## src/rtl/warp_fetcher_pkg.sv

```systemverilog
// Shared types for the warp fetch stage: instruction word, scheduler warp
// states, fetcher FSM states, default widths and the cache-line parity helper.

`ifndef PROGRAM_ADDR_WIDTH
`define PROGRAM_ADDR_WIDTH 8
`endif

package warp_fetcher_pkg;

    typedef logic [31:0] instruction_t;

    typedef enum logic [2:0] {
        WARP_IDLE    = 3'd0,
        WARP_FETCH   = 3'd1,
        WARP_DECODE  = 3'd2,
        WARP_REQUEST = 3'd3,
        WARP_WAIT    = 3'd4,
        WARP_EXECUTE = 3'd5,
        WARP_UPDATE  = 3'd6,
        WARP_DONE    = 3'd7
    } warp_state_t;

    typedef enum logic [1:0] {
        FETCHER_IDLE     = 2'd0,
        FETCHER_FETCHING = 2'd1,
        FETCHER_DONE     = 2'd2
    } fetcher_state_t;

    localparam int DEFAULT_PROGRAM_ADDR_WIDTH = `PROGRAM_ADDR_WIDTH;
    localparam int DEFAULT_CACHE_ENTRIES      = 16;

    // Even parity over an instruction word; a stored line whose parity no
    // longer matches its data is treated as a miss and refetched.
    function automatic logic instruction_parity(input instruction_t word);
        return ^word;
    endfunction

endpackage

```

## src/rtl/warp_fetcher_icache.sv

```systemverilog
// Direct-mapped instruction cache for the fetch stage: one instruction per
// line, combinational lookup on the registered arrays, single-line fill and a
// whole-cache invalidate that takes priority over a same-cycle fill.

module warp_fetcher_icache
    import warp_fetcher_pkg::*;
#(
    parameter int ADDR_WIDTH = DEFAULT_PROGRAM_ADDR_WIDTH,
    parameter int ENTRIES    = DEFAULT_CACHE_ENTRIES
) (
    input  logic                  clk,
    input  logic                  reset,
    input  logic [ADDR_WIDTH-1:0] lookup_address,
    output logic                  hit,
    output instruction_t          hit_data,
    input  logic                  fill_enable,
    input  logic [ADDR_WIDTH-1:0] fill_address,
    input  instruction_t          fill_data,
    input  logic                  invalidate
);

    localparam int INDEX_WIDTH = $clog2(ENTRIES);

    // Tags are kept at full address width (upper bits zero) so the
    // comparison stays well-formed even when the index consumes every pc bit.
    logic [ENTRIES-1:0]     valid_r;
    logic [ADDR_WIDTH-1:0]  tag_r    [ENTRIES];
    instruction_t           data_r   [ENTRIES];
    logic                   parity_r [ENTRIES];

    logic [INDEX_WIDTH-1:0] lookup_index_s;
    logic [ADDR_WIDTH-1:0]  lookup_tag_s;
    logic [INDEX_WIDTH-1:0] fill_index_s;
    logic [ADDR_WIDTH-1:0]  fill_tag_s;
    logic                   hit_s;
    instruction_t           hit_data_s;

    assign lookup_index_s = lookup_address[INDEX_WIDTH-1:0];
    assign lookup_tag_s   = lookup_address >> INDEX_WIDTH;
    assign fill_index_s   = fill_address[INDEX_WIDTH-1:0];
    assign fill_tag_s     = fill_address >> INDEX_WIDTH;

    // Lookup: hit needs a valid line, a tag match and intact parity.
    always_comb begin
        hit_s      = 1'b0;
        hit_data_s = data_r[lookup_index_s];
        if (valid_r[lookup_index_s]
            && (tag_r[lookup_index_s] == lookup_tag_s)
            && (parity_r[lookup_index_s] == instruction_parity(data_r[lookup_index_s]))) begin
            hit_s = 1'b1;
        end else begin
            hit_s = 1'b0;
        end
    end

    assign hit      = hit_s;
    assign hit_data = hit_data_s;

    // Valid bits: reset and invalidate clear all; invalidate beats a fill.
    always_ff @(posedge clk) begin
        if (reset) begin
            valid_r <= {ENTRIES{1'b0}};
        end else if (invalidate) begin
            valid_r <= {ENTRIES{1'b0}};
        end else if (fill_enable) begin
            valid_r[fill_index_s] <= 1'b1;
        end else begin
            valid_r <= valid_r;
        end
    end

    // Line payload: tag, data and parity written on fill, never reset.
    always_ff @(posedge clk) begin
        if (fill_enable) begin
            tag_r[fill_index_s]    <= fill_tag_s;
            data_r[fill_index_s]   <= fill_data;
            parity_r[fill_index_s] <= instruction_parity(fill_data);
        end
    end

endmodule

```

## src/rtl/warp_fetcher.sv

```systemverilog
// Per-warp instruction fetch stage. While the scheduler holds the warp in
// WARP_FETCH the instruction at pc is returned from the I-cache (1 cycle) or
// from program memory over a valid/ready port (2 + wait cycles), then held in
// FETCHER_DONE until the warp moves to WARP_DECODE.

module warp_fetcher
    import warp_fetcher_pkg::*;
#(
    parameter int PROGRAM_ADDR_WIDTH = DEFAULT_PROGRAM_ADDR_WIDTH,
    parameter int CACHE_ENTRIES      = DEFAULT_CACHE_ENTRIES
) (
    input  logic                          clk,
    input  logic                          reset,
    input  warp_state_t                   warp_state,
    input  logic [PROGRAM_ADDR_WIDTH-1:0] pc,
    input  logic                          cache_invalidate,
    output logic                          mem_read_valid,
    output logic [PROGRAM_ADDR_WIDTH-1:0] mem_read_address,
    input  logic                          mem_read_ready,
    input  instruction_t                  mem_read_data,
    output fetcher_state_t                fetcher_state,
    output instruction_t                  instruction
);

    fetcher_state_t                state_r;
    fetcher_state_t                state_next_s;
    logic                          mem_read_valid_r;
    logic                          mem_read_valid_next_s;
    logic [PROGRAM_ADDR_WIDTH-1:0] mem_read_address_r;
    logic [PROGRAM_ADDR_WIDTH-1:0] mem_read_address_next_s;
    instruction_t                  instruction_r;
    instruction_t                  instruction_next_s;
    logic                          fill_enable_s;
    logic                          cache_hit_s;
    instruction_t                  cache_hit_data_s;

    warp_fetcher_icache #(
        .ADDR_WIDTH (PROGRAM_ADDR_WIDTH),
        .ENTRIES    (CACHE_ENTRIES)
    ) u_icache (
        .clk            (clk),
        .reset          (reset),
        .lookup_address (pc),
        .hit            (cache_hit_s),
        .hit_data       (cache_hit_data_s),
        .fill_enable    (fill_enable_s),
        .fill_address   (mem_read_address_r),
        .fill_data      (mem_read_data),
        .invalidate     (cache_invalidate)
    );

    // Next-state and next-output logic; everything holds unless a branch
    // below changes it. The fill always uses the latched request address.
    always_comb begin
        state_next_s            = state_r;
        mem_read_valid_next_s   = mem_read_valid_r;
        mem_read_address_next_s = mem_read_address_r;
        instruction_next_s      = instruction_r;
        fill_enable_s           = 1'b0;
        case (state_r)
            FETCHER_IDLE: begin
                mem_read_valid_next_s = 1'b0;
                if (warp_state == WARP_FETCH) begin
                    if (cache_hit_s) begin
                        instruction_next_s = cache_hit_data_s;
                        state_next_s       = FETCHER_DONE;
                    end else begin
                        mem_read_valid_next_s   = 1'b1;
                        mem_read_address_next_s = pc;
                        state_next_s            = FETCHER_FETCHING;
                    end
                end else begin
                    state_next_s = FETCHER_IDLE;
                end
            end
            FETCHER_FETCHING: begin
                if (mem_read_ready) begin
                    instruction_next_s    = mem_read_data;
                    fill_enable_s         = 1'b1;
                    mem_read_valid_next_s = 1'b0;
                    state_next_s          = FETCHER_DONE;
                end else begin
                    mem_read_valid_next_s = 1'b1;
                    state_next_s          = FETCHER_FETCHING;
                end
            end
            FETCHER_DONE: begin
                mem_read_valid_next_s = 1'b0;
                if (warp_state == WARP_DECODE) begin
                    state_next_s = FETCHER_IDLE;
                end else begin
                    state_next_s = FETCHER_DONE;
                end
            end
            default: begin
                mem_read_valid_next_s = 1'b0;
                state_next_s          = FETCHER_IDLE;
            end
        endcase
    end

    // State and output registers; reset abandons any outstanding request.
    always_ff @(posedge clk) begin
        if (reset) begin
            state_r            <= FETCHER_IDLE;
            mem_read_valid_r   <= 1'b0;
            mem_read_address_r <= {PROGRAM_ADDR_WIDTH{1'b0}};
            instruction_r      <= 32'h0000_0000;
        end else begin
            state_r            <= state_next_s;
            mem_read_valid_r   <= mem_read_valid_next_s;
            mem_read_address_r <= mem_read_address_next_s;
            instruction_r      <= instruction_next_s;
        end
    end

    assign fetcher_state    = state_r;
    assign mem_read_valid   = mem_read_valid_r;
    assign mem_read_address = mem_read_address_r;
    assign instruction      = instruction_r;

endmodule

```

## config.mk

```make
export PLATFORM = sky130hd
export DESIGN_NAME = warp_fetcher
export DESIGN_NICKNAME = d
export VERILOG_FILES = /design/src/rtl/warp_fetcher_pkg.sv /design/src/rtl/warp_fetcher_icache.sv /design/src/rtl/warp_fetcher.sv
export SDC_FILE = /design/constraint.sdc
export NUM_CORES = 1
export LEC_CHECK = 0
export ABC_AREA = 1
export CORE_MARGIN = 5
export CORE_UTILIZATION = 35
export DETAILED_ROUTE_END_ITERATION = 6
export SKIP_CTS_REPAIR_TIMING = 1
export SLEW_MARGIN = 20
export SYNTH_ARGS = -nofsm -noshare
export SYNTH_HDL_FRONTEND = slang
export SYNTH_HIERARCHICAL = 1
export SYNTH_SLANG_ARGS = --single-unit
```

## constraint.sdc

```tcl
create_clock -name clk -period 4.5 [get_ports clk]
set_input_delay 0.45 -clock clk [delete_from_list [all_inputs] [get_ports clk]]
set_output_delay 0.45 -clock clk [all_outputs]
set_load 0.02 [all_outputs]
```

# After elaboration in Yosys (flattened, before gate mapping)
# Memory sizes are Yosys's and may differ from the RTL's.
# Index checks and enable logic that the tools add are counted.
# totals
out_inout_bits	43
mem_bits_rw	592
in_bits	47
word_cells	54
n_memories	3
register_bits	59
# mem_list
name	depth	word_bits	read_ports	rd_ports_with_merged_regs	write_ports	line_no	source
u_icache.data_r	16	32	1	0	1	warp_fetcher_icache.sv:28	instruction_t data_r [ENTRIES];
u_icache.tag_r	16	4	1	0	1	warp_fetcher_icache.sv:27	logic [ADDR_WIDTH-1:0] tag_r [ENTRIES];
u_icache.parity_r	16	1	1	0	1	warp_fetcher_icache.sv:29	logic parity_r [ENTRIES];
# classes
magnitude_cmp	3
bitwise_logic	2
n_mux	22
n_eq_ne	9
n_reduce_logical	10
# ops
op	count
$mux W32	3
$pmux W32 S2	1
$reduce_xor A32 Y1	2
$or A16 B16 Y16	1
$lt A4 B5 Y1 const B	2
$mux W1	10
$eq A8 B4 Y1	1
$mux W2	4
$ne A2 B2 Y1 const B	3
$pmux W2 S3	1
$bmux W1 S4	1
$demux W1 S4	1
$ge A4 B1 Y1 const B	1
$reduce_and A4 Y1	1
$eq A3 B1 Y1 const B	1
$eq A3 B2 Y1 const B	1
$logic_and A1 B1 Y1	3
$reduce_and A3 Y1	1
$eq A2 B1 Y1 const B	1
$eq A2 B2 Y1 const B	1
$logic_not A2 Y1	1
$pmux W1 S2	1
$reduce_bool A2 Y1	1
$reduce_or A2 Y1	1
other kinds (2)	2

# Logic depth before layout (Yosys ltp)
# logic_depth
depth_word	8
depth_mapped	31
depth_no_buf	27

# By module
# The synthesis kept the hierarchy.
# by_module_without_submodules
mod	cells_per_inst	instances	seq_area_each_um2	area_per_inst_um2
warp_fetcher_icache	2177	1	18097.4	25421.9
warp_fetcher	372	1	860.8	2263.4

# Least setup slack after synthesis
# OpenSTA, ideal clock, no wires.
# synth_path
path_type	reg2reg
from	reg state_r[0] (netlist: fetcher_state[0])
to	mem u_icache/data_r[11][0] in the netlist's numbering (enable)
path_buffers	2
t_required_ns	4.067
slack_ns	1.067
period_less_slack_ns	3.433
t_arrival_ns	3.000
setup_time_ns	0.433
path_stages_with_launch	11
path_cell_list	dfxtp_1 -> nand2_4 -> inv_2 -> nand2_2 -> buf_6 -> buf_2 -> inv_1 -> inv_1 -> nor3_1 -> inv_1 -> nor2_1
# synth_between
elab_chain_cells	4
# synth_rtl
item	line_no	source
from (decl)	warp_fetcher.sv:25	fetcher_state_t state_r;
from (signal assigned)	warp_fetcher.sv:110	state_r <= state_next_s;
$eq A2 B1 Y1	warp_fetcher.sv:60	case (state_r)
$mux W1	warp_fetcher.sv:60	
named net fill_enable_s	warp_fetcher.sv:33	logic fill_enable_s;
$mux W1	warp_fetcher_icache.sv:74	if (fill_enable) begin
$mux W1 (not written as such)	warp_fetcher_icache.sv:76	data_r[fill_index_s] <= fill_data;
to (decl)	warp_fetcher_icache.sv:28	
# The timed path passes the listed nets, and every way through them passes these cells.

# Worst setup path in the final report
# layout_path
from	in pc[0]
to	reg instruction_r[29] (netlist: instruction[29])
# layout_between
elab_chain_cells	7
word_cells_on_any_way	16
classes_between	eq/ne (3); mux (6); reduce/logical (4); memory (3)
# layout_rtl
item	line_no	source
from (decl)	warp_fetcher.sv:15	input logic [PROGRAM_ADDR_WIDTH-1:0] pc,
$mem_v2 Z16 W32	n/a	
named net cache_hit_data_s[19]	warp_fetcher.sv:35	instruction_t cache_hit_data_s;
$reduce_xor A32 Y1	warp_fetcher_pkg.sv:35	return ^word;
$eq A1 B1 Y1	warp_fetcher_icache.sv:49	&& (parity_r[lookup_index_s] == instruction_parity(data_r[lookup_index_s]))) begin
$logic_and A1 B1 Y1	warp_fetcher_icache.sv:49	
$mux W1	warp_fetcher_icache.sv:47	if (valid_r[lookup_index_s]
named net cache_hit_s	warp_fetcher.sv:34	logic cache_hit_s;
$ne A2 B2 Y1 (no source line)	n/a	
$reduce_and A4 Y1 (no source line)	n/a	
to (signal assigned)	warp_fetcher.sv:113	instruction_r <= instruction_next_s;
to (decl)	warp_fetcher.sv:31	instruction_t instruction_r;
# The timed path passes the listed nets, and every way through them passes these cells. The select of a mux whose other input is x is not followed.
# A chain may end at the register's enable or synchronous reset.

==> reports/metrics.cfg <==
[hold_path]
hp-class = in2reg

[yosys]
synth_top_area_share = 0.642
yosysTopAreaCell = edfxtp_1
synth.area.top_cells = edfxtp_1 64%, nor2_1 6.3%, nand2_1 6.2%, dfxtp_1 4.3%, nand3_1 4.2%
synth_commonest_cells = 592 x edfxtp_1, 463 x nor2_1, 454 x nand2_1
syn_nets = 2596
avgSynthCellArea_um2 = 10.9
ys.flop_type = edfxtp_1
synth-seq-cells = 651
yosysSeqAreaShare = 0.685
synth-warning-count = 6
syn_area_mm2 = 0.0277
synth_cells = 2549
synth.most_common_cell = edfxtp_1
async_reset_ff_frac = 0
yosysUniqueCellTypes = 32
synth_edf_count = 592

[outcome]
status = finished, final reports clean

[routing]
met3WireLength_mm = 4.33
wl_per_cell_um = 20.5
dr_total_vias = 19001
routed_wl_mm = 76.1
highest_layer = met4
drt_iter0_drc = 1738
postRouteAntennaNets = 0
met1Wirelength_mm = 31.4
dr.pass1.iters = 5
viasPerCell = 5.11
drcViolationCount = 0
wl_met2_mm = 37.3

[sta]
fin_crit_ns = 3.46
finalSetupViolCount = 0
worst_hold_slack_ns = 0.370
hold_violations = 0
totalNegativeSetupSlack_ns = 0
skew_ns = 0.0156
tightest_slew_ns = 0.916
fin_crit_sh = 0.769
fmax_mhz = 289
relSlewSlack = 0.389
rsz0062_at_grt = false
drv_slew = 0

[job]
cap_violations = 0

[pwr]
irDropWorstVdd_mv = 0.239
p_leak_nw = 11.5
p_per_area_mw_per_mm2 = 414

[worst_setup_path]
required_ns = 4.98
crit_fanout = 108
crit_type = in2reg
crit_top_cell = nand2_1
slowest_stage = buf_12
cpPeakStageDelay_ns = 0.41
start_kind = primary input
end_kind = register
cp.arrival_ns = 3.94

[global_route]
grt_first_pass_wirelength_mm = 115
grt_pass1_vias = 18535
grt_max_degree = 109
antenna_found_initial = 1
overflow = 0
grt_use_total = 0.175

[placement]
place_congestion = 0.789
place_area_mm2 = 0.0298
dp_hpwl_mm = 40.5
dp_cells = 3602
numPortBuffers = 89

[clock_network]
cts_root_buf = clkbuf_16
clock_latency_ns = 0.59
cts_tree = built
clk_pin_slew_ns = 0.06
clock-sinks = 651
numCtsBuffers = 68
cts_buffer_depth = 3
htree_levels = 3

[cells_and_area]
nNetsFinal = 2669
fillCellCount = 7403
area_delta_synth_final_pct = 15.2
drive_gt1_frac = 0.0805
instances_no_fill = 3722
stdcell_area_mm2 = 0.0319

[floorplan]
start_util = 0.352
core_mm2 = 0.0787
die_area_mm2 = 0.0848
row_count = 103
ioPinCount = 90
die_y_um = 291
fp.dieW_um = 291

==> cell type report <==
class | count | area [um2] | area share
Antenna cell | 1 | 2.50 | 0.0000785
Tap cell | 1050 | 1310 | 0.0412
Timing Repair Buffer | 153 | 1590 | 0.0499
Inverter | 156 | 593 | 0.0186
Multi-Input combinational cell | 1592 | 7360 | 0.231
Clock inverter | 30 | 181 | 0.00569
Clock buffer | 89 | 1900 | 0.0595
Sequential cell | 651 | 19000 | 0.594
==> registers in the layout (all words and copies together) (netlist names) <==
register,flops
u_icache/tag_r,64
fetcher_state,2
u_icache/data_r,512
mem_read_valid,1
mem_read_address,8
instruction,32
u_icache/parity_r,16
u_icache/valid_r,16
==> layer usage <==
metal	GRT usage	vias up
li1	-	8898
met1	0.227	9347
met2	0.295	618
met3	0.0274	138
met4	0.0699	0
met5	0	-
==> cell usage in the layout, fill, tap and decap left out, types with 2 or more instances in the layout <==
cell type	synthesis	final
inv_2	16	15
clkbuf_1	45	15
nor2_2	6	6
clkdlybuf4s50_1	0	85
bufinv_16	0	2
xnor2_1	31	31
nand2_2	11	12
o21ai_0	153	153
buf_4	17	48
or2_2	3	3
o21ba_2	2	2
clkbuf_16	0	73
dfxtp_1	59	59
buf_12	0	18
o22ai_1	9	9
clkinv_2	0	12
a21oi_1	46	46
clkinv_1	0	15
nand4_1	2	2
o21ai_1	87	87
nand3_1	231	231
nor2_4	0	16
o221ai_1	12	12
xor2_1	6	6
nand2_1	454	453
edfxtp_1	592	592
o211ai_1	67	67
inv_1	140	139
nor3_1	4	4
nor2_1	463	447
==> critical path: cells and delay by family <==
kind | cells | cell delay (ns)
AOI/OAI and AO/OA | 1 | 0.16
buffers and inverters | 5 | 1.07
and+or+nand+nor | 20 | 2.08
==> per-stage QoR <==
step	util	worst slack (ns)	power (W)
floorplan	-	1.07	0.00756
global placement	0.379	0.617	0.00801
detailed placement	0.379	0.544	0.00803
CTS	0.405	1.15	0.0133
global route	0.405	0.724	0.0137
finish	0.405	1.04	0.0132
==> final timing paths <==
check                               from                   to  slack (ns)  cells past startpoint
setup / recovery                   pc[0]      instruction[29]        1.04                     26
hold / removal                     pc[1]  mem_read_address[1]        0.37                      3
setup reg to reg  u_icache/data_r[9][19]      instruction[29]        1.39                     25
hold reg to reg      u_icache/valid_r[2]  u_icache/valid_r[2]        0.47                      2
==> cell families (layout without fill, tap and decap cells) <==
group,count (synthesis),after routing,share of synthesized area
flip-flops,651,651,0.685
AND/OR/NAND/NOR,1178,1178,0.173
other,0,1,0
buffers and inverters,306,428,0.0538
AO/OA/AOI/OAI,377,377,0.0766
XOR/XNOR,37,37,0.0117
==> power breakdown <==
part | internal [W] | switching, W
combinational | 0.000382 | 0.000814
clock | 0.00307 | 0.00222
sequential | 0.00669 | 0.0000219
Power figures use the tool's default switching activity.
